## src/rtl/id_ex_register_if.sv

```systemverilog
// Decode-to-execute beat: valid/ready handshake plus the decoded instruction fields.
// The producer side uses the master modport and the consumer side uses the slave modport.
interface id_ex_register_if #(
  parameter int XLEN = 32
);
  logic            valid;
  logic            ready;
  logic [6:0]      opcode;
  logic [4:0]      rd;
  logic [4:0]      rs1;
  logic [4:0]      rs2;
  logic [2:0]      funct3;
  logic [6:0]      funct7;
  logic [XLEN-1:0] pc;
  logic [XLEN-1:0] rs1_data;
  logic [XLEN-1:0] rs2_data;
  logic [XLEN-1:0] imm;
  logic [12:0]     ctrl;

  modport master (
    output valid, opcode, rd, rs1, rs2, funct3, funct7,
           pc, rs1_data, rs2_data, imm, ctrl,
    input  ready
  );

  modport slave (
    input  valid, opcode, rd, rs1, rs2, funct3, funct7,
           pc, rs1_data, rs2_data, imm, ctrl,
    output ready
  );
endinterface

```

## src/rtl/id_ex_register.sv

```systemverilog
// ID/EX pipeline register with load-use hazard detection, flush and gated control outputs.
// Optional stall counter is enabled by defining ID_EX_STALL_COUNT_EN.
module id_ex_register #(
  parameter int XLEN = 32
) (
  input  logic                clk,
  input  logic                reset_n,
  input  logic                flush,
  id_ex_register_if.slave     in_bus,
  id_ex_register_if.master    out_bus,
  output logic                out_regfile_wr_en,
  output logic                out_is_branch,
  output logic                out_is_jal,
  output logic                out_is_jalr,
  output logic                out_mem_rd_en,
  output logic                out_mem_wr_en,
  output logic [3:0]          out_alu_select
`ifdef ID_EX_STALL_COUNT_EN
  ,
  output logic [31:0]         stall_cycles
`endif
);

  localparam logic [6:0] OPC_LUI    = 7'b0110111;
  localparam logic [6:0] OPC_AUIPC  = 7'b0010111;
  localparam logic [6:0] OPC_JAL    = 7'b1101111;
  localparam logic [6:0] OPC_BRANCH = 7'b1100011;
  localparam logic [6:0] OPC_STORE  = 7'b0100011;
  localparam logic [6:0] OPC_OP     = 7'b0110011;

  localparam logic [3:0] ALU_SELECT_NOP = 4'hF;

  // ctrl bit positions; bit 12 is reserved and passes straight through
  localparam int C_WR   = 11;
  localparam int C_BR   = 10;
  localparam int C_JAL  = 9;
  localparam int C_JALR = 8;
  localparam int C_MDS  = 7;
  localparam int C_MRD  = 6;
  localparam int C_MWR  = 5;
  localparam int C_RSB  = 4;

  logic            valid_q;
  logic [6:0]      opcode_q;
  logic [4:0]      rd_q;
  logic [4:0]      rs1_q;
  logic [4:0]      rs2_q;
  logic [2:0]      funct3_q;
  logic [6:0]      funct7_q;
  logic [XLEN-1:0] pc_q;
  logic [XLEN-1:0] rs1_data_q;
  logic [XLEN-1:0] rs2_data_q;
  logic [XLEN-1:0] imm_q;
  logic [12:0]     ctrl_q;

  logic rs1_used;
  logic rs2_used;
  logic hazard;
  logic xfer_in;
  logic xfer_out;

  assign rs1_used = !((in_bus.opcode == OPC_LUI) || (in_bus.opcode == OPC_AUIPC) ||
                      (in_bus.opcode == OPC_JAL));
  assign rs2_used = (in_bus.opcode == OPC_OP) || (in_bus.opcode == OPC_STORE) ||
                    (in_bus.opcode == OPC_BRANCH);

  assign hazard = valid_q && ctrl_q[C_MRD] && (rd_q != 5'd0) &&
                  ((rs1_used && (in_bus.rs1 == rd_q)) || (rs2_used && (in_bus.rs2 == rd_q)));

  assign in_bus.ready = flush || ((!valid_q || out_bus.ready) && !hazard);
  assign xfer_in      = in_bus.valid && in_bus.ready;
  assign xfer_out     = valid_q && out_bus.ready;

  always_ff @(posedge clk) begin
    if (!reset_n) begin
      valid_q    <= 1'b0;
      opcode_q   <= '0;
      rd_q       <= '0;
      rs1_q      <= '0;
      rs2_q      <= '0;
      funct3_q   <= '0;
      funct7_q   <= '0;
      pc_q       <= '0;
      rs1_data_q <= '0;
      rs2_data_q <= '0;
      imm_q      <= '0;
      ctrl_q     <= '0;
    end else if (flush) begin
      valid_q <= 1'b0;
    end else if (xfer_in) begin
      valid_q    <= 1'b1;
      opcode_q   <= in_bus.opcode;
      rd_q       <= in_bus.rd;
      rs1_q      <= in_bus.rs1;
      rs2_q      <= in_bus.rs2;
      funct3_q   <= in_bus.funct3;
      funct7_q   <= in_bus.funct7;
      pc_q       <= in_bus.pc;
      rs1_data_q <= in_bus.rs1_data;
      rs2_data_q <= in_bus.rs2_data;
      imm_q      <= in_bus.imm;
      ctrl_q     <= in_bus.ctrl;
    end else if (xfer_out) begin
      valid_q <= 1'b0;
    end
  end

  // Side-effecting controls are forced inert while nothing valid is held
  logic [12:0] ctrl_gated;
  always_comb begin
    ctrl_gated = ctrl_q;
    if (!valid_q) begin
      ctrl_gated[C_WR]   = 1'b0;
      ctrl_gated[C_BR]   = 1'b0;
      ctrl_gated[C_JAL]  = 1'b0;
      ctrl_gated[C_JALR] = 1'b0;
      ctrl_gated[C_MRD]  = 1'b0;
      ctrl_gated[C_MWR]  = 1'b0;
      ctrl_gated[3:0]    = ALU_SELECT_NOP;
    end
  end

  assign out_bus.valid    = valid_q;
  assign out_bus.opcode   = opcode_q;
  assign out_bus.rd       = rd_q;
  assign out_bus.rs1      = rs1_q;
  assign out_bus.rs2      = rs2_q;
  assign out_bus.funct3   = funct3_q;
  assign out_bus.funct7   = funct7_q;
  assign out_bus.pc       = pc_q;
  assign out_bus.rs1_data = rs1_data_q;
  assign out_bus.rs2_data = rs2_data_q;
  assign out_bus.imm      = imm_q;
  assign out_bus.ctrl     = ctrl_gated;

  assign out_regfile_wr_en = ctrl_gated[C_WR];
  assign out_is_branch     = ctrl_gated[C_BR];
  assign out_is_jal        = ctrl_gated[C_JAL];
  assign out_is_jalr       = ctrl_gated[C_JALR];
  assign out_mem_rd_en     = ctrl_gated[C_MRD];
  assign out_mem_wr_en     = ctrl_gated[C_MWR];
  assign out_alu_select    = ctrl_gated[3:0];

`ifdef ID_EX_STALL_COUNT_EN
  logic [31:0] stall_q;
  always_ff @(posedge clk) begin
    if (!reset_n) begin
      stall_q <= '0;
    end else if (in_bus.valid && hazard && !flush && (stall_q != 32'hFFFF_FFFF)) begin
      stall_q <= stall_q + 32'd1;
    end
  end
  assign stall_cycles = stall_q;
`endif

endmodule

```

## src/flat_wrapper.sv

```systemverilog
// flat-port wrapper written by rule: the top's interface ports become plain ports
module id_ex_register_flat 
#(
  parameter int XLEN = 32
)
  (clk, reset_n, flush, out_regfile_wr_en, out_is_branch, out_is_jal, out_is_jalr, out_mem_rd_en, out_mem_wr_en, out_alu_select, in_bus_valid, in_bus_opcode, in_bus_rd, in_bus_rs1, in_bus_rs2, in_bus_funct3, in_bus_funct7, in_bus_pc, in_bus_rs1_data, in_bus_rs2_data, in_bus_imm, in_bus_ctrl, in_bus_ready, out_bus_valid, out_bus_opcode, out_bus_rd, out_bus_rs1, out_bus_rs2, out_bus_funct3, out_bus_funct7, out_bus_pc, out_bus_rs1_data, out_bus_rs2_data, out_bus_imm, out_bus_ctrl, out_bus_ready);
  id_ex_register_if #(.XLEN(XLEN)) in_bus_i ();
  id_ex_register_if #(.XLEN(XLEN)) out_bus_i ();
  input  logic clk;
  input  logic reset_n;
  input  logic flush;
  output logic out_regfile_wr_en;
  output logic out_is_branch;
  output logic out_is_jal;
  output logic out_is_jalr;
  output logic out_mem_rd_en;
  output logic out_mem_wr_en;
  output logic [3:0] out_alu_select;
  input wire logic [$bits(in_bus_i.valid)-1:0] in_bus_valid;
  input wire logic [$bits(in_bus_i.opcode)-1:0] in_bus_opcode;
  input wire logic [$bits(in_bus_i.rd)-1:0] in_bus_rd;
  input wire logic [$bits(in_bus_i.rs1)-1:0] in_bus_rs1;
  input wire logic [$bits(in_bus_i.rs2)-1:0] in_bus_rs2;
  input wire logic [$bits(in_bus_i.funct3)-1:0] in_bus_funct3;
  input wire logic [$bits(in_bus_i.funct7)-1:0] in_bus_funct7;
  input wire logic [$bits(in_bus_i.pc)-1:0] in_bus_pc;
  input wire logic [$bits(in_bus_i.rs1_data)-1:0] in_bus_rs1_data;
  input wire logic [$bits(in_bus_i.rs2_data)-1:0] in_bus_rs2_data;
  input wire logic [$bits(in_bus_i.imm)-1:0] in_bus_imm;
  input wire logic [$bits(in_bus_i.ctrl)-1:0] in_bus_ctrl;
  output wire logic [$bits(in_bus_i.ready)-1:0] in_bus_ready;
  output wire logic [$bits(out_bus_i.valid)-1:0] out_bus_valid;
  output wire logic [$bits(out_bus_i.opcode)-1:0] out_bus_opcode;
  output wire logic [$bits(out_bus_i.rd)-1:0] out_bus_rd;
  output wire logic [$bits(out_bus_i.rs1)-1:0] out_bus_rs1;
  output wire logic [$bits(out_bus_i.rs2)-1:0] out_bus_rs2;
  output wire logic [$bits(out_bus_i.funct3)-1:0] out_bus_funct3;
  output wire logic [$bits(out_bus_i.funct7)-1:0] out_bus_funct7;
  output wire logic [$bits(out_bus_i.pc)-1:0] out_bus_pc;
  output wire logic [$bits(out_bus_i.rs1_data)-1:0] out_bus_rs1_data;
  output wire logic [$bits(out_bus_i.rs2_data)-1:0] out_bus_rs2_data;
  output wire logic [$bits(out_bus_i.imm)-1:0] out_bus_imm;
  output wire logic [$bits(out_bus_i.ctrl)-1:0] out_bus_ctrl;
  input wire logic [$bits(out_bus_i.ready)-1:0] out_bus_ready;
  assign in_bus_i.valid = in_bus_valid;
  assign in_bus_i.opcode = in_bus_opcode;
  assign in_bus_i.rd = in_bus_rd;
  assign in_bus_i.rs1 = in_bus_rs1;
  assign in_bus_i.rs2 = in_bus_rs2;
  assign in_bus_i.funct3 = in_bus_funct3;
  assign in_bus_i.funct7 = in_bus_funct7;
  assign in_bus_i.pc = in_bus_pc;
  assign in_bus_i.rs1_data = in_bus_rs1_data;
  assign in_bus_i.rs2_data = in_bus_rs2_data;
  assign in_bus_i.imm = in_bus_imm;
  assign in_bus_i.ctrl = in_bus_ctrl;
  assign in_bus_ready = in_bus_i.ready;
  assign out_bus_valid = out_bus_i.valid;
  assign out_bus_opcode = out_bus_i.opcode;
  assign out_bus_rd = out_bus_i.rd;
  assign out_bus_rs1 = out_bus_i.rs1;
  assign out_bus_rs2 = out_bus_i.rs2;
  assign out_bus_funct3 = out_bus_i.funct3;
  assign out_bus_funct7 = out_bus_i.funct7;
  assign out_bus_pc = out_bus_i.pc;
  assign out_bus_rs1_data = out_bus_i.rs1_data;
  assign out_bus_rs2_data = out_bus_i.rs2_data;
  assign out_bus_imm = out_bus_i.imm;
  assign out_bus_ctrl = out_bus_i.ctrl;
  assign out_bus_i.ready = out_bus_ready;
  id_ex_register #(.XLEN(XLEN)) u_core (.clk(clk), .reset_n(reset_n), .flush(flush), .in_bus(in_bus_i), .out_bus(out_bus_i), .out_regfile_wr_en(out_regfile_wr_en), .out_is_branch(out_is_branch), .out_is_jal(out_is_jal), .out_is_jalr(out_is_jalr), .out_mem_rd_en(out_mem_rd_en), .out_mem_wr_en(out_mem_wr_en), .out_alu_select(out_alu_select));
endmodule
```

## config.mk

```make
export PLATFORM = sky130hd
export DESIGN_NAME = id_ex_register_flat
export DESIGN_NICKNAME = d
export VERILOG_FILES = /design/src/rtl/id_ex_register_if.sv /design/src/rtl/id_ex_register.sv /design/src/flat_wrapper.sv
export SDC_FILE = /design/constraint.sdc
export NUM_CORES = 1
export LEC_CHECK = 0
export CAP_MARGIN = 20
export CORE_AREA = 3 3 140 142
export CTS_BUF_LIST = sky130_fd_sc_hd__clkbuf_4
export CTS_CLUSTER_DIAMETER = 120
export DETAILED_ROUTE_END_ITERATION = 16
export DIE_AREA = 0 0 143 145
export PLACE_DENSITY = 0.78
export SETUP_SLACK_MARGIN = 0.1
export SYNTH_ARGS = -nofsm -noshare
export SYNTH_HDL_FRONTEND = slang
export SYNTH_SLANG_ARGS = --single-unit
export TNS_END_PERCENT = 10
```

## constraint.sdc

```tcl
create_clock -name clk -period 2.43 [get_ports clk]
set_input_delay 0.3645 -clock clk [delete_from_list [all_inputs] [get_ports clk]]
set_output_delay 0.3645 -clock clk [all_outputs]
set_load 0.02 [all_outputs]
```

# Word-level counts from Yosys, hierarchy flattened
# Cells that the tools add are included.
dict set report word_totals {
  wordCells 49
  register_bits 174
  output_inout_bits 185
  in_bits 178
}
dict set report classes {
  n_eq_ne 8
  muxes 5
  n_reduce_logical 22
  bitwise_logic 2
}
# op n
set ops {}
lappend ops {{7-bit by 6-bit equality test with 1-bit output, second input constant} 3}
lappend ops {{7-bit equality test, second input constant} 2}
lappend ops {{5-bit equality test} 2}
lappend ops {{1-bit logical AND} 8}
lappend ops {{4-bit 2-to-1 mux} 2}
lappend ops {{7-bit by 5-bit equality test with 1-bit output, second input constant} 1}
lappend ops {{1-bit logical OR} 7}
lappend ops {{5-bit nonzero test} 1}
lappend ops {{1-bit logical NOT} 3}
lappend ops {{1-bit 2-to-1 mux} 2}
lappend ops {{2-bit 2-to-1 mux} 1}
lappend ops {{1-bit inverter} 2}
lappend ops {{2-bit AND reduction} 1}
lappend ops {{2-bit nonzero test} 1}
lappend ops {{2-bit OR reduction} 1}

# Logic depth before layout (Yosys ltp)
# Gate-level depths: netlist (run 1).
dict set report depth {
  depth_word 12
  ltp_mapped 8
  ltp_nobuf 6
}

# Worst setup path before layout (run 1)
# No wires, ideal clock.
dict set report synth_timing {
  path_type {register -> output}
  start {register u_core.rd_q[2] (netlist: u_core.out_bus.rd[2])}
  end {output port in_bus_ready}
  path_stages_with_launch 6
  arrival_time_ns 1.731
  path_slack_ns 0.334
  path_buffers 0
  required_ns 2.066
  cell_sequence {dfxtp_1 -> xnor2_1 -> nand3_1 -> or4_1 -> a21oi_2 -> o21ai_0}
}
dict set report synth_via {
  elab_chain_cells 7
  word_cells_on_any_way 11
  classes_between {eq/ne: 2; reduce/logical: 9}
}
# element line
set synth_rtl {}
lappend synth_rtl {{from (decl)} id_ex_register.sv:45} ;# logic [4:0] rd_q;
lappend synth_rtl {{from (signal assigned)} id_ex_register.sv:93} ;# rd_q <= in_bus.rd;
lappend synth_rtl {{5-bit equality test} id_ex_register.sv:68} ;# ((rs1_used && (in_bus.rs1 == rd_q)) || (rs2_used && (in_bus.rs2 == rd_q)));
lappend synth_rtl {{1-bit logical AND} id_ex_register.sv:68}
lappend synth_rtl {{1-bit logical OR} id_ex_register.sv:68}
lappend synth_rtl {{1-bit logical AND *} id_ex_register.sv:67} ;# assign hazard = valid_q && ctrl_q[C_MRD] && (rd_q != 5'd0) &&
lappend synth_rtl {{1-bit logical NOT *} id_ex_register.sv:70} ;# assign in_bus.ready = flush || ((!valid_q || out_bus.ready) && !hazard);
lappend synth_rtl {{1-bit logical AND *} id_ex_register.sv:70}
lappend synth_rtl {{1-bit logical OR *} id_ex_register.sv:70}
lappend synth_rtl {{to (decl)} flat_wrapper.sv:31} ;# output wire logic [$bits(in_bus_i.ready)-1:0] in_bus_ready;
# Mark *: on every way between the ends. The rest lies on a longest branch, timed or not.

# Final worst setup path (run 1)
dict set report layout_timing {
  start {input port in_bus_opcode[5]}
  end {output port in_bus_ready}
}
dict set report layout_via {
  elab_chain_cells 10
  word_cells_on_any_way 18
  classes_between {eq/ne: 6; reduce/logical: 12}
}
# element line
set layout_rtl {}
lappend layout_rtl {{from (decl)} flat_wrapper.sv:20} ;# input wire logic [$bits(in_bus_i.opcode)-1:0] in_bus_opcode;
lappend layout_rtl {{7-bit by 6-bit equality test with 1-bit output or 7-bit by 5-bit equality test with 1-bit output (tied branches)} id_ex_register.sv:62} ;# assign rs1_used = !((in_bus.opcode == OPC_LUI) || (in_bus.opcode == OPC_AUIPC) ||
lappend layout_rtl {{1-bit logical OR (2 in series)} id_ex_register.sv:62}
lappend layout_rtl {{1-bit logical NOT} id_ex_register.sv:62}
lappend layout_rtl {{1-bit logical AND} id_ex_register.sv:68}
lappend layout_rtl {{1-bit logical OR *} id_ex_register.sv:68}
lappend layout_rtl {{1-bit logical AND *} id_ex_register.sv:67}
lappend layout_rtl {{1-bit logical NOT *} id_ex_register.sv:70}
lappend layout_rtl {{1-bit logical AND *} id_ex_register.sv:70}
lappend layout_rtl {{1-bit logical OR *} id_ex_register.sv:70}
# Marks and branches as above.

==> results of run 1 <==
==> cells by family (layout without fill, tap and decap cells) <==
group,Yosys count,count (layout)
flops,174,174
other cells,0,1
buf+inv,74,442
mux,173,173
simple gates,368,368
xor+xnor,10,10
compound gates,6,6
==> cells in the mapped netlist (all sizes together) <==
| library cell | number |
|---|---|
| and2 | 6 |
| o211a | 1 |
| inv | 2 |
| mux2i | 173 |
| xnor2 | 5 |
| xor2 | 5 |
| nor2 | 1 |
| clkbuf | 40 |
| nor2b | 1 |
| nand2 | 347 |
| o21ai | 2 |
| buf | 32 |
| nand2b | 4 |
| a31oi | 1 |
| nor3 | 1 |
| nand3 | 1 |
| or4 | 2 |
| nor3b | 2 |
| nand4 | 2 |
| a21oi | 1 |
| nor4 | 1 |
| o2111ai | 1 |
| dfxtp | 174 |
==> critical path, stage by stage <==
cell and delay, ns:
sky130_fd_sc_hd__clkdlybuf4s50_1 0.48, sky130_fd_sc_hd__nor3b_2 0.16, sky130_fd_sc_hd__nand4_1 0.13, sky130_fd_sc_hd__or4_4 0.56, sky130_fd_sc_hd__a21oi_4 0.20, sky130_fd_sc_hd__o21ai_2 0.10
sky130_fd_sc_hd__buf_6 0.14
==> layout make-up <==
cell class | count | area [um2] | share of cell area [%]
timing repair buffer | 410 | 4250 | 36.5
sequential | 174 | 3490 | 30.0
multi-input combinational | 557 | 3350 | 28.8
inverter | 2 | 7.51 | 0.0644
tap | 234 | 293 | 2.51
antenna | 1 | 2.50 | 0.0215
clock buffer | 21 | 158 | 1.35
clock inverter | 9 | 91.3 | 0.784
==> sequential cells by signal (all words and copies together), names as in the netlist <==
name                     count
u_core.out_bus.imm          32
u_core.out_bus.rs1_data     32
u_core.out_bus.rs1           5
u_core.out_bus.rs2           5
u_core.out_bus.funct7        7
u_core.out_bus.valid         1
u_core.out_bus.pc           32
u_core.ctrl_q               13
u_core.out_bus.opcode        7
u_core.out_bus.funct3        3
u_core.out_bus.rs2_data     32
u_core.out_bus.rd            5
==> metal layers <==
| layer | vias to the layer above | share of wire (%) | wire (um) | track usage (%) |
|---|---|---|---|---|
| met1 | 3007 | 40 | 8840 | 22.5 |
| met4 | 0 | 3.1 | 684 | 8.84 |
| met2 | 247 | 49 | 10900 | 35.0 |
| li1 | 3281 | - | - | - |
| met3 | 44 | 7.6 | 1690 | 6.72 |
| met5 | - | 0 | 0 | 0 |
==> path summary, 6_finish.rpt <==
kind                                             from                           to  slack (ns)  cells past startpoint
worst max-delay path                 in_bus_opcode[5]                 in_bus_ready       -0.08                      7
worst min-delay path                          reset_n  u_core.out_bus.rs2_data[12]        0.32                      3
worst max register to register   u_core.out_bus.rd[0]  u_core.out_bus.rs1_data[22]        0.14                      9
worst min register to register  u_core.out_bus.rs1[3]        u_core.out_bus.rs1[3]        0.46                      2
==> report_power, final <==
part	internal, mW	total [mW]	switching, mW
clock	0.546	1.56	1.01
combinational	0.745	1.35	0.607
sequential	3.00	3.08	0.0779
total	4.29	5.99	1.70
==> repair_timing <==
item                                    CTS  global route
gates resized for setup                  26            11
gates cloned                              1             4
setup buffers                             5             1
pin swaps                                 9             2
endpoints found under the setup margin  177           181
==> metrics by stage <==
step                util (%)  hold WS (ns)  area (um2)  total power [mW]  TNS, ns
floorplan                  -         0.430        7270              3.74        0
global placement        59.9         0.438       11100              4.43   -70.47
detailed placement      59.9         0.446       11100              4.45   -83.98
CTS                     61.9         0.255       11500              6.05   -0.120
global route            62.7         0.281       11600              6.27   -0.184
finish                  62.7         0.319       11600              5.99  -0.0796
==> tab_implementation.tex, run 1 <==
\begin{tabular}{lr}
\hline
Metric & Value \\
\hline
\multicolumn{2}{l}{\textbf{Die}} \\
\quad Initial Utilization & 39.1\% \\
\quad Number of placed I/O pins & 363 \\
\quad Chip Height & 145 um \\
\quad Core area & 18,600 um2 \\
\quad Width of the die & roughly 140 um \\
\quad Total Die Area & 20,700 um2 \\
\quad Core Rows & 50 \\
\multicolumn{2}{l}{\textbf{Yosys}} \\
\quad Synth Area in XOR/XNOR & under 10\% \\
\quad Proportion of netlist area held by the largest area contributor & 47.9\% \\
\quad Simple-Gate Fraction of Synth Area & 20.0\% \\
\quad Netlist Area Pre-Place & roughly 7300 um2 \\
\quad Compound-Gate Fraction of Synth Area & 0.602\% \\
\quad Multiplexer area fraction after synthesis & a little under a quarter \\
\quad Synth Warn \# & 0 \\
\quad Post-Synthesis Net Count & $\sim$980 \\
\quad Share of the yosys chip area belonging to registers & a little under half \\
\quad Post-synthesis share of cell area spent on full adders, half adders and majority gates & 0\% \\
\quad Most area-consuming cells after synthesis & sky130\_fd\_sc\_hd\_\_dfxtp\_1 48\%, sky130\_fd\_sc\_hd\_\_mux2i\_1 24\%, sky130\_fd\_sc\_hd\_\_nand2\_1 18\%, sky130\_fd\_sc\_hd\_\_buf\_6 2.8\%, sky130\_fd\_sc\_hd\_\_clkbuf\_1 2.1\% \\
\quad Avg Synthesized Cell Area & 9.04 um2 \\
\quad Cell taking the most area after synthesis & sky130\_fd\_sc\_hd\_\_dfxtp\_1 \\
\quad Gate count after technology mapping & roughly 810 \\
\quad Main combinational cell family by area after synthesis & multiplexers \\
\quad Distinct cells, synth & 26 \\
\quad Number of flip-flops and latches in the synthesized netlist & about 170 \\
\multicolumn{2}{l}{\textbf{Clock network}} \\
\quad Clock tree from TritonCTS & done \\
\quad Number of buffers created by CTS & 17 \\
\quad Library cell used as clock root buffer & sky130\_fd\_sc\_hd\_\_clkbuf\_4 \\
\quad Clock buffer depth & 2 \\
\quad Clock-pin slew on the worst setup and hold paths & $\sim$0.14 ns \\
\quad Count of H-tree levels built during CTS & 4 \\
\quad Clk\_lat worst skew & 0.56 ns \\
\quad Cts hold-fix bufs & 0 \\
\quad Sinks on Clock Net & between 150 and 200 \\
\multicolumn{2}{l}{\textbf{Setup path}} \\
\quad Kind of launch point of the worst setup path & primary input \\
\quad Type of element capturing the critical path & output pin \\
\quad Critical Setup Path Class & primary input to output pin \\
\quad Required @ worst endpoint & 2.07 ns \\
\quad Worst path arrival time & 2.15 ns \\
\quad Max FO, Critical Path & 2 \\
\multicolumn{2}{l}{\textbf{Timing}} \\
\quad Final Hold Vio Count & 0 \\
\quad Minimum period implied by the final worst setup slack & 2.51 ns \\
\quad Transition at the pin with the smallest max-transition slack & 0.656 ns \\
\quad Setup clock skew after layout & 0.0269 ns \\
\quad Count of final max-slew check failures & 0 \\
\quad Slew Limit Headroom & a little under three fifths \\
\quad Setup repair after global routing missed its margin & true \\
\quad Finish-stage setup viols & 1 \\
\quad Fmax & 398 MHz \\
\quad Tcrit/Tclk final & 103\% \\
\quad Slack of the critical path & -0.0796 ns \\
\multicolumn{2}{l}{\textbf{Run}} \\
\quad Max capacitance violation total & 0 \\
\multicolumn{2}{l}{\textbf{GRT}} \\
\quad Total Routing Usage GR & 20.3\% \\
\quad Vias in the first global route & between 6k and 7k \\
\quad Wire length of the first global-routing pass & 33.6 mm \\
\quad Initial antenna violation count & 1 \\
\quad Total congestion overflow after global routing & 0 \\
\quad Maximum number of pins on one net before global-route repair & between 100 and 150 \\
\multicolumn{2}{l}{\textbf{Routing}} \\
\quad Routed Antenna Nets & 0 \\
\quad Via count normalized by instance count & 4.67 \\
\quad 1st-iter DRT viols & 197 \\
\quad Pre-Repair DR Iteration Count & 4 \\
\quad Total wirelength of the detailed-routed design & 22.1 mm \\
\quad DRC violation count after routing & 0 \\
\quad Vias & 6,579 \\
\quad Routed length per instance & 15.7 um \\
\multicolumn{2}{l}{\textbf{Worst hold path}} \\
\quad Worst min-delay path class & primary input to flop \\
\multicolumn{2}{l}{\textbf{Place}} \\
\quad Half-perimeter wire length after placement & 15.9 mm \\
\quad \# port buffers & 362 \\
\quad Final estimated routing congestion in global placement & around 0.86 \\
\quad Post-placement worst setup slack & -0.645 ns \\
\quad Cell Count Post-Placement & 1,366 \\
\multicolumn{2}{l}{\textbf{Status}} \\
\quad Failing checks & negative setup slack \\
\quad Run status & complete, but fails checks \\
\multicolumn{2}{l}{\textbf{Finish}} \\
\quad Area growth, synth to finish & 60.2\% \\
\quad Most used cells in the layout excluding fill and tap cells & 350 x sky130\_fd\_sc\_hd\_\_clkdlybuf4s50\_1, 347 x sky130\_fd\_sc\_hd\_\_nand2\_1, 173 x sky130\_fd\_sc\_hd\_\_mux2i\_1, 171 x sky130\_fd\_sc\_hd\_\_dfxtp\_1, 32 x sky130\_fd\_sc\_hd\_\_buf\_4 \\
\quad Final \#Nets & 1,340 \\
\quad Layout cells sized above 1 & 7.84\% \\
\quad Fillers & about 1.6k \\
\quad Number of non-filler instances in the completed layout & about 1.4k \\
\quad Most common library cell in the layout ignoring fill and taps & sky130\_fd\_sc\_hd\_\_clkdlybuf4s50\_1 \\
\multicolumn{2}{l}{\textbf{Power}} \\
\quad Static leakage power & 4.68 nW \\
\quad Pwr per Cell Area & 514 nW/um2 \\
\quad Peak VDD IR & 282 uV \\
\hline
\end{tabular}
Note: power is estimated with default switching activity, not from simulation.
==> run 2: changes to the inputs <==
Settings changed: CORE_AREA 3 3 140 142 to unset, CORE_MARGIN set to 3, CORE_UTILIZATION set to 38, DIE_AREA 0 0 143 145 to unset, PLACE_DENSITY 0.78 to 0.8.
Clock period 2.43 ns to 2.02 ns, I/O delays scaled along.
==> run 2 against run 1 <==
Effect of this change:
- the run still ends with negative setup slack left
- cell area increased by 4.5%
- via count increased by 1.8%
- global-route usage decreased by 0.35 points
- flip-flop and latch count unchanged
- sequential power increased by 20%
- critical path type is now flop to flop
- critical endpoint is now u_core.out_bus.funct3[0]
- largest cell class unchanged
- largest power group unchanged
==> tab_implementation.tex, run 2 (synthesized netlist as in run 1, its figures left out) <==
\begin{tabular}{lr}
\hline
Metric & Value \\
\hline
\multicolumn{2}{l}{\textbf{Status}} \\
\quad Run status & complete, but fails checks (unchanged) \\
\quad Failing checks & negative setup slack (unchanged) \\
\multicolumn{2}{l}{\textbf{Clock network}} \\
\quad Count of H-tree levels built during CTS & 4 (unchanged) \\
\quad Clock-pin slew on the worst setup and hold paths & 0.14 ns (about the same) \\
\quad Library cell used as clock root buffer & sky130\_fd\_sc\_hd\_\_clkbuf\_4 (unchanged) \\
\quad Cts hold-fix bufs & 0 (unchanged) \\
\quad Clock tree from TritonCTS & done (unchanged) \\
\quad Clk\_lat worst skew & 0.55 ns (was 0.56 ns) \\
\quad Sinks on Clock Net & 174 (unchanged) \\
\quad Clock buffer depth & 2 (unchanged) \\
\quad Number of buffers created by CTS & 17 (unchanged) \\
\multicolumn{2}{l}{\textbf{Die}} \\
\quad Initial Utilization & 39.5\% (was 39.1\%) \\
\quad Core Rows & 49 (was 50) \\
\quad Number of placed I/O pins & 363 (unchanged) \\
\quad Core area & 18,400 um2 (was 18,600 um2) \\
\quad Total Die Area & 20,800 um2 (was 20,700 um2) \\
\quad Width of the die & 144 um (was 143 um) \\
\quad Chip Height & 144 um (was 145 um) \\
\multicolumn{2}{l}{\textbf{Timing}} \\
\quad Finish-stage setup viols & 174 (was 1) \\
\quad Slew Limit Headroom & 74.2\% (was 56.3\%) \\
\quad Setup repair after global routing missed its margin & true (unchanged) \\
\quad Min Hold Slack & 0.151 ns (was 0.319 ns) \\
\quad Minimum period implied by the final worst setup slack & 2.41 ns \\
\quad Fmax & 414 MHz \\
\quad Setup clock skew after layout & 0.0222 ns (was 0.0269 ns) \\
\quad Tcrit/Tclk final & 119\% \\
\quad Final Hold Vio Count & 0 (unchanged) \\
\quad Slack of the critical path & -0.393 ns (was -0.0796 ns) \\
\quad Count of final max-slew check failures & 0 (unchanged) \\
\quad Setup tns final & -50.95 ns (was -0.0796 ns) \\
\quad Transition at the pin with the smallest max-transition slack & 0.387 ns (was 0.656 ns) \\
\multicolumn{2}{l}{\textbf{Setup path}} \\
\quad Max FO, Critical Path & 10 (was 2) \\
\quad CP Cell Sequence & or4\_4 -> o21ai\_4 -> a21oi\_4 -> buf\_4 -> buf\_6 -> nor4\_4 -> buf\_6 -> buf\_12 -> buf\_12 -> buf\_16 -> mux2i\_1 (was clkdlybuf4s50\_1 -> nor3b\_2 -> nand4\_1 -> or4\_4 -> a21oi\_4 -> o21ai\_2 -> buf\_6) \\
\quad Kind of launch point of the worst setup path & flop (was primary input) \\
\quad CP bufs+invs & 6 (was 2) \\
\quad Depth of the worst register-to-register path & 11 (was 9) \\
\quad Top Family by Delay on Critical Path & buffers and inverters (was simple AND/OR/NAND/NOR gates) \\
\quad Type of element capturing the critical path & flop (was output pin) \\
\quad Critical Setup Path Class & flop to flop (was primary input to output pin) \\
\quad Highest-delay cell along the critical path & sky130\_fd\_sc\_hd\_\_or4\_4 (unchanged) \\
\quad Largest stage delay on the critical path & 0.55 ns (was 0.56 ns) \\
\quad Required @ worst endpoint & 2.49 ns (was 2.07 ns) \\
\quad Worst path arrival time & 2.89 ns (was 2.15 ns) \\
\quad Total number of cells along the worst setup path & 11 (was 7) \\
\multicolumn{2}{l}{\textbf{Routing}} \\
\quad DRC violation count after routing & 0 (unchanged) \\
\quad Pre-Repair DR Iteration Count & 4 (unchanged) \\
\quad Vias & 6,695 (was 6,579) \\
\quad Via count normalized by instance count & 4.70 (was 4.67) \\
\quad Length of routed met3 wiring & 2.05 mm (was 1.69 mm) \\
\quad Total wirelength of the detailed-routed design & 22.1 mm (about the same) \\
\quad Routed Antenna Nets & 0 (unchanged) \\
\quad 1st-iter DRT viols & 218 (was 197) \\
\quad Routed length per instance & 15.5 um (was 15.7 um) \\
\quad Routed metal-1 wirelength & 8.57 mm (was 8.84 mm) \\
\quad Topmost layer with routed signal wires & met4 (unchanged) \\
\quad Routed length on met2 & 11.0 mm (was 10.9 mm) \\
\multicolumn{2}{l}{\textbf{GRT}} \\
\quad Maximum number of pins on one net before global-route repair & 67 (was 105) \\
\quad Total Routing Usage GR & 19.9\% (was 20.3\%) \\
\quad Total congestion overflow after global routing & 0 (unchanged) \\
\quad Wire length of the first global-routing pass & 33.0 mm (was 33.6 mm) \\
\quad Vias in the first global route & 6,513 (was 6,488) \\
\quad Initial antenna violation count & 1 (unchanged) \\
\multicolumn{2}{l}{\textbf{Place}} \\
\quad Half-perimeter wire length after placement & 16.2 mm (was 15.9 mm) \\
\quad Post-placement worst setup slack & -0.795 ns (was -0.645 ns) \\
\quad \# port buffers & 362 (unchanged) \\
\quad Cell Count Post-Placement & 1,375 (was 1,366) \\
\quad Final estimated routing congestion in global placement & 0.839 (was 0.864) \\
\quad DP Area & 11,300 um2 (was 11,100 um2) \\
\multicolumn{2}{l}{\textbf{Run}} \\
\quad Max capacitance violation total & 0 (unchanged) \\
\multicolumn{2}{l}{\textbf{Finish}} \\
\quad Area growth, synth to finish & 67.4\% (was 60.2\%) \\
\quad Share of the core filled with cells & 66.2\% (was 62.7\%) \\
\quad Layout cells sized above 1 & 10.4\% (was 7.84\%) \\
\quad Final \#Nets & 1,360 (was 1,340) \\
\quad Most used cells in the layout excluding fill and tap cells & 347 x sky130\_fd\_sc\_hd\_\_nand2\_1, 235 x sky130\_fd\_sc\_hd\_\_clkdlybuf4s50\_1, 172 x sky130\_fd\_sc\_hd\_\_mux2i\_1, 170 x sky130\_fd\_sc\_hd\_\_dfxtp\_1, 90 x sky130\_fd\_sc\_hd\_\_dlymetal6s2s\_1 (was 350 x sky130\_fd\_sc\_hd\_\_clkdlybuf4s50\_1, 347 x sky130\_fd\_sc\_hd\_\_nand2\_1, 173 x sky130\_fd\_sc\_hd\_\_mux2i\_1, 171 x sky130\_fd\_sc\_hd\_\_dfxtp\_1, 32 x sky130\_fd\_sc\_hd\_\_buf\_4) \\
\quad Post-route cell area & 12,200 um2 (was 11,600 um2) \\
\quad Most common library cell in the layout ignoring fill and taps & sky130\_fd\_sc\_hd\_\_nand2\_1 (was sky130\_fd\_sc\_hd\_\_clkdlybuf4s50\_1) \\
\quad Number of non-filler instances in the completed layout & 1,424 (was 1,408) \\
\multicolumn{2}{l}{\textbf{Worst hold path}} \\
\quad Worst min-delay path class & primary input to flop (unchanged) \\
\quad Worst Hold Depth & 3 (unchanged) \\
\multicolumn{2}{l}{\textbf{Power}} \\
\quad Peak VDD IR & 388 uV (was 282 uV) \\
\quad Static leakage power & 6.31 nW (was 4.68 nW) \\
\quad Pwr per Cell Area & 626 nW/um2 (was 514 nW/um2) \\
\quad Total power after layout & 7.63 mW (was 5.99 mW) \\
\hline
\end{tabular}
## run 2: where the power goes
part	switching (mW)	internal (mW)
clock network	1.26	1.00
registers	0.0901	3.61
logic	0.741	0.919
## run 2: timing repair
action                                  4_1_cts  5_1_grt
gates cloned                                  4        2
setup buffers                                 3        8
endpoints found under the hold margin         0        0
endpoints found under the setup margin      209      275
pin swaps                                     9        5
resized for setup                            64      119
## run 2: final timing paths
path	startpoint	endpoint	slack (ns)
worst max register to register	u_core.out_bus.rd[2]	u_core.out_bus.funct3[0]	-0.39
worst min register to register	u_core.out_bus.rs2_data[4]	u_core.out_bus.rs2_data[4]	0.46
worst max-delay path	u_core.out_bus.rd[2]	u_core.out_bus.funct3[0]	-0.39
worst min-delay path	reset_n	u_core.out_bus.rs1_data[19]	0.15
## run 2: per-layer routing
layer,global-route usage (%),vias to the layer above
li1,-,3340
met1,22.1,3088
met2,34.6,237
met3,8.04,30
met4,7.02,0
met5,0,-
## run 2: area by class of cell
type,count,area [um2]
Fill cell,1453,6210
Inverter,2,7.51
Clock inverter,13,186
Sequential cell,174,3500
Clock buffer,18,135
Timing Repair Buffer,430,4670
Multi-Input combinational cell,557,3390
Tap cell,229,287
Antenna cell,1,2.50
## run 2: worst reg2reg max path, stage by stage, from the launching register on
cell and delay (ns):
sky130_fd_sc_hd__dfxtp_4 0.39, sky130_fd_sc_hd__or4_4 0.55, sky130_fd_sc_hd__o21ai_4 0.18, sky130_fd_sc_hd__a21oi_4 0.06, sky130_fd_sc_hd__buf_4 0.14, sky130_fd_sc_hd__buf_6 0.11
sky130_fd_sc_hd__nor4_4 0.13, sky130_fd_sc_hd__buf_6 0.17, sky130_fd_sc_hd__buf_12 0.16, sky130_fd_sc_hd__buf_12 0.12, sky130_fd_sc_hd__buf_16 0.13, sky130_fd_sc_hd__mux2i_1 0.20
